===== src/rtl/noc_word_packer.sv =====
// Packs a stream of narrow words with end-of-packet marks into 128-bit NOC beats
// with byte lengths, buffered through a 2-entry output FIFO.
module noc_word_packer #(
  parameter int IN_WIDTH = 32
) (
  input  logic                CLK,
  input  logic                RST,
  input  logic                in_enq__ENA,
  input  logic [IN_WIDTH-1:0] in_enq_v,
  input  logic                in_enq_last,
  output logic                in_enq__RDY,
  input  logic                out_deq__ENA,
  output logic                out_deq__RDY,
  output logic [143:0]        out_first,
  output logic                out_first__RDY,
  output logic                out_last,
  output logic                out_last__RDY
);

  localparam int BEATS = 128 / IN_WIDTH;
  localparam int BYTES = IN_WIDTH / 8;

  typedef struct packed {
    logic [127:0] data;
    logic [15:0]  length;
    logic         last;
  } entry_t;

  typedef enum logic [1:0] {
    OCC_EMPTY,
    OCC_ONE,
    OCC_FULL
  } occ_e;

  logic [2:0]   cnt_q, cnt_d;
  logic [127:0] acc_q, acc_d;
  entry_t       s0_q, s0_d;
  entry_t       s1_q, s1_d;
  occ_e         occ_q, occ_d;

  logic         enq_rdy, deq_rdy;
  logic         fire, pop, complete;
  logic [127:0] merged;
  logic [15:0]  len_w;
  entry_t       new_e;

  assign enq_rdy  = !RST && (occ_q != OCC_FULL);
  assign deq_rdy  = !RST && (occ_q != OCC_EMPTY);
  assign fire     = in_enq__ENA && enq_rdy;
  assign pop      = out_deq__ENA && deq_rdy;
  assign complete = fire && (in_enq_last || (cnt_q == 3'(BEATS - 1)));
  assign len_w    = (16'(cnt_q) + 16'd1) * 16'(BYTES);

  always_comb begin
    merged = acc_q;
    for (int unsigned i = 0; i < BEATS; i++) begin
      if (3'(i) == cnt_q) merged[i*IN_WIDTH +: IN_WIDTH] = in_enq_v;
    end
  end

  always_comb begin
    new_e.data   = merged;
    new_e.length = len_w;
    new_e.last   = in_enq_last;
  end

  // A completing word clears the accumulator so unfilled slots of the next short beat read as zero.
  always_comb begin
    cnt_d = cnt_q;
    acc_d = acc_q;
    if (fire) begin
      if (complete) begin
        cnt_d = '0;
        acc_d = '0;
      end else begin
        cnt_d = cnt_q + 3'd1;
        acc_d = merged;
      end
    end
  end

  // s0 is always the head; push-with-pop at one entry writes the new beat straight into s0.
  always_comb begin
    s0_d  = s0_q;
    s1_d  = s1_q;
    occ_d = occ_q;
    unique case (occ_q)
      OCC_EMPTY: begin
        if (complete) begin
          s0_d  = new_e;
          occ_d = OCC_ONE;
        end
      end
      OCC_ONE: begin
        if (complete && pop) begin
          s0_d = new_e;
        end else if (complete) begin
          s1_d  = new_e;
          occ_d = OCC_FULL;
        end else if (pop) begin
          occ_d = OCC_EMPTY;
        end
      end
      OCC_FULL: begin
        if (pop) begin
          s0_d  = s1_q;
          occ_d = OCC_ONE;
        end
      end
      default: occ_d = OCC_EMPTY;
    endcase
  end

  always_ff @(posedge CLK) begin
    if (RST) begin
      cnt_q <= '0;
      acc_q <= '0;
      s0_q  <= '0;
      s1_q  <= '0;
      occ_q <= OCC_EMPTY;
    end else begin
      cnt_q <= cnt_d;
      acc_q <= acc_d;
      s0_q  <= s0_d;
      s1_q  <= s1_d;
      occ_q <= occ_d;
    end
  end

  assign in_enq__RDY    = enq_rdy;
  assign out_deq__RDY   = deq_rdy;
  assign out_first__RDY = deq_rdy;
  assign out_last__RDY  = deq_rdy;
  assign out_first      = deq_rdy ? {s0_q.data, s0_q.length} : '0;
  assign out_last       = deq_rdy && s0_q.last;

endmodule


===== config.mk =====
export PLATFORM = sky130hd
export DESIGN_NAME = noc_word_packer
export DESIGN_NICKNAME = d
export VERILOG_FILES = /design/src/rtl/noc_word_packer.sv
export SDC_FILE = /design/constraint.sdc
export NUM_CORES = 1
export LEC_CHECK = 0
export CAP_MARGIN = 20
export CORE_ASPECT_RATIO = 2
export CORE_UTILIZATION = 40
export CTS_CLUSTER_DIAMETER = 200
export DETAILED_ROUTE_END_ITERATION = 8
export GPL_ROUTABILITY_DRIVEN = 0
export HOLD_SLACK_MARGIN = 0.15
export PLACE_DENSITY = 0.6
export SLEW_MARGIN = 0
export SYNTH_ARGS = -nofsm -noshare
export SYNTH_HDL_FRONTEND = slang
export SYNTH_SLANG_ARGS = --single-unit
export TNS_END_PERCENT = 5

===== constraint.sdc =====
create_clock -name CLK -period 7.4 [get_ports CLK]
set_clock_uncertainty 0.15 [all_clocks]
set_input_delay 2.22 -clock CLK [delete_from_list [all_inputs] [get_ports CLK]]
set_output_delay 2.22 -clock CLK [all_outputs]
set_load 0.005 [all_outputs]

==> metrics.txt <==
Root Buffer clkbuf_16; met2 GRT Util 39.8%; Worst Setup End Kind primary output; Pleak 7.98 nW; total setup buffers inserted after CTS 0; Crit Path Class input port to primary output; worst slew pin tran 1.08 ns; top cells by area, synth dfxtp_1 (46%), mux2i_1 (7.6%), nor2_1 (7.2%), mux2_2 (6.3%), and2_1 (6.0%); Synth Area in Adders 0.363%; Synth Area in XOR/XNOR 0%; HPWL Detailed 30.3 mm; Sink Count 399; std cell rows 107; Top Usage Layer GRT met2; pin count of the biggest net entering global routing 230; hold_buf cts 0; Distinct cells, synth 34; met3 GRT Util 2.23%; Post-Synth Simple-Gate Area 22.8%; main combinational cell family by area after synthesis simple AND/OR/NAND/NOR gates; critical path's slowest cell clkdlybuf4s50_1; GRT Resource Usage Total 22.3%; Die Ht 296 um; fmax 161 MHz; Placeable Area 42600 um2; CP max stage delay 0.51 ns; max_cap viols 0; Seq/Total Area, Yosys 46.3%; Placed Instance Area 19100 um2; worst skew pair latency 0.53 ns; Num CTS Buffers 36; Synth Area in Compound Gates 11.6%; initial antenna violation count 1; Peak VDD IR 117 uV; EDFF count, synth 0; top cells by count, synth dfxtp_1 (399), nor2_1 (332), and2_1 (165); Placed Cells 2481; crit path DAT 3.86 ns; Max Buffers Root-to-Sink 3; setup TNS 0 ns; final hold violation count 0; status finished, final reports clean; sequence of cells on the critical path buf_8 > nor2_4 > buf_4 > and2_1 > clkdlybuf4s50_1; Hold Startpoint s0_q[117]$_SDFFE_PP0P_; Syn Area/Cell 8.99 um2; Die X 149 um; vias 13600; Die ar. 44000 um2; grt met1 use 26.8%; vias in the first global route 13300; Ys Warns 0; final net count 2018; Remaining Overflow, GRT 0; final wirelength 49.5 mm; worst-case reg-to-reg path depth 8; synth-to-layout area growth 18.0%; worst endpoint required time 5.03 ns; H-tree depth 2; RSZ-0062 raised after global routing false; Max-slew headroom 28.2%; worst hold slack 0.297 ns; number of routed nets with antenna violations 0; post-route design area 20300 um2; DR DRC count 0; pwr dens 219 nW/um2; Reg area 7990 um2; origin of the worst setup path RST; crit start category input port; Finish-stage setup viols 0; Multi-input gate area 8470 um2; critical path peak fanout 85; clk slew on worst S/H paths 0.06 ns; number of I/O pins 186; Avg WL per Cell 19.4 um; Initial DRT Pass Iterations 5; Synth top area share 46.3%; DRT iter0 DRCs 845; Via density 5.35; ys flop type dfxtp_1; mux cell area share after synthesis 13.9%; cells after synthesis 1918; starting density of the core 40.5%; fraction of registers with async set or reset after synthesis 0%; non-filler cells, final 2545; CTS tree done; Fill cells 4060; Final Cycle Share 84.2%; Port Buffers 173; Cell Area, Synth 17200 um2; top-count cell post-synth dfxtp_1; minimum clock period 6.23 ns; layout cell share with drive strength beyond 1 9.56%; Hold Crit Class flop to flop; Yosys reg bits 399; final core area utilization 47.8%; final count of pins violating max slew 0; post-CTS resize count 0; first-pass GRT wire length 75.6 mm; Synth area leader dfxtp_1; hold depth 2; r2r startpoint cnt_q[0]$_SDFFE_PP0P_
## flip-flops by register name (all words and copies together), names as in the netlist
signal / flops
occ_q: 2
s1_q: 133
acc_q: 128
cnt_q: 3
s0_q: 133
## worst max-delay path: cells and delay by family
family	cells	cell delay, ns
and+or+nand+nor	2	0.37
buffers and inverters	3	1.18
## placed cells by master, fill, tap and decap left out, types with 2 or more instances in the layout
| cell | instances |
|---|---|
| dfxtp_1 | 399 |
| nor2_1 | 331 |
| clkdlybuf4s50_1 | 172 |
| and2_1 | 165 |
| mux2i_1 | 131 |
| nand3b_1 | 99 |
| mux2_2 | 96 |
| nor3_1 | 96 |
| a22oi_1 | 96 |
| nand2_1 | 80 |
| o21ai_0 | 56 |
| o21ai_1 | 41 |
| a21oi_1 | 40 |
| clkbuf_16 | 37 |
| a211oi_1 | 35 |
| o211ai_1 | 34 |
| buf_4 | 17 |
| conb_1 | 12 |
| clkbuf_8 | 11 |
| nor2b_2 | 4 |
| ha_1 | 4 |
| clkinv_2 | 4 |
| buf_12 | 4 |
| a311oi_1 | 3 |
| inv_1 | 3 |
| bufinv_16 | 3 |
| diode_2 | 2 |
| nand2b_1 | 2 |
| nor4_4 | 2 |
| nand4_1 | 2 |
| nand2b_4 | 2 |
| clkbuf_1 | 2 |
| clkinv_4 | 2 |
## report_power, final
group	internal (W)	switching (W)
clock	0.00113	0.000834
sequential	0.00218	0.0000174
combinational	0.0000999	0.000198
## path summary, 6_finish.rpt
| kind | endpoint | slack (ns) |
|---|---|---|
| worst max-delay path | out_first[139] | 1.17 |
| worst min-delay path | s0_q[117]$_SDFFE_PP0P_ | 0.30 |
| worst max register to register | s1_q[59]$_SDFFE_PP0P_ | 3.37 |
| worst min register to register | s0_q[117]$_SDFFE_PP0P_ | 0.30 |
## final cells by class
class	instances	area share (%)
Clock inverter	10	0.664
Clock buffer	50	5.33
Timing Repair Buffer	195	9.69
Multi-Input combinational cell	1341	41.6
Sequential cell	399	39.3
Tap cell	545	3.35
Antenna cell	2	0.0246
Inverter	3	0.0553
## metrics by stage
stage | setup WS [ns] | total power [W]
3_3_place_gp | 1.17 | 0.00253
5_1_grt | 1.01 | 0.00460
3_5_place_dp | 1.14 | 0.00254
6_report | 1.17 | 0.00445
2_1_floorplan | 1.71 | 0.00242
4_1_cts | 1.13 | 0.00451
## cell families (layout without fill, tap and decap cells)
logic type                 count (synthesis)  count (layout)
and+or+nand+nor                          788             788
adders and majority gates                  5               5
muxes                                    227             227
AOI/OAI and AO/OA                        309             309
DFF                                      399             399
buffers and inverters                    189             258
other                                      1              14
## metal layers
metal / vias up / wire [um]
met5: - / 0
li1: 6676 / -
met1: 6574 / 21300
met4: 0 / 1850
met3: 69 / 1850
met2: 309 / 24500
(Power assumes the default switching activity.)
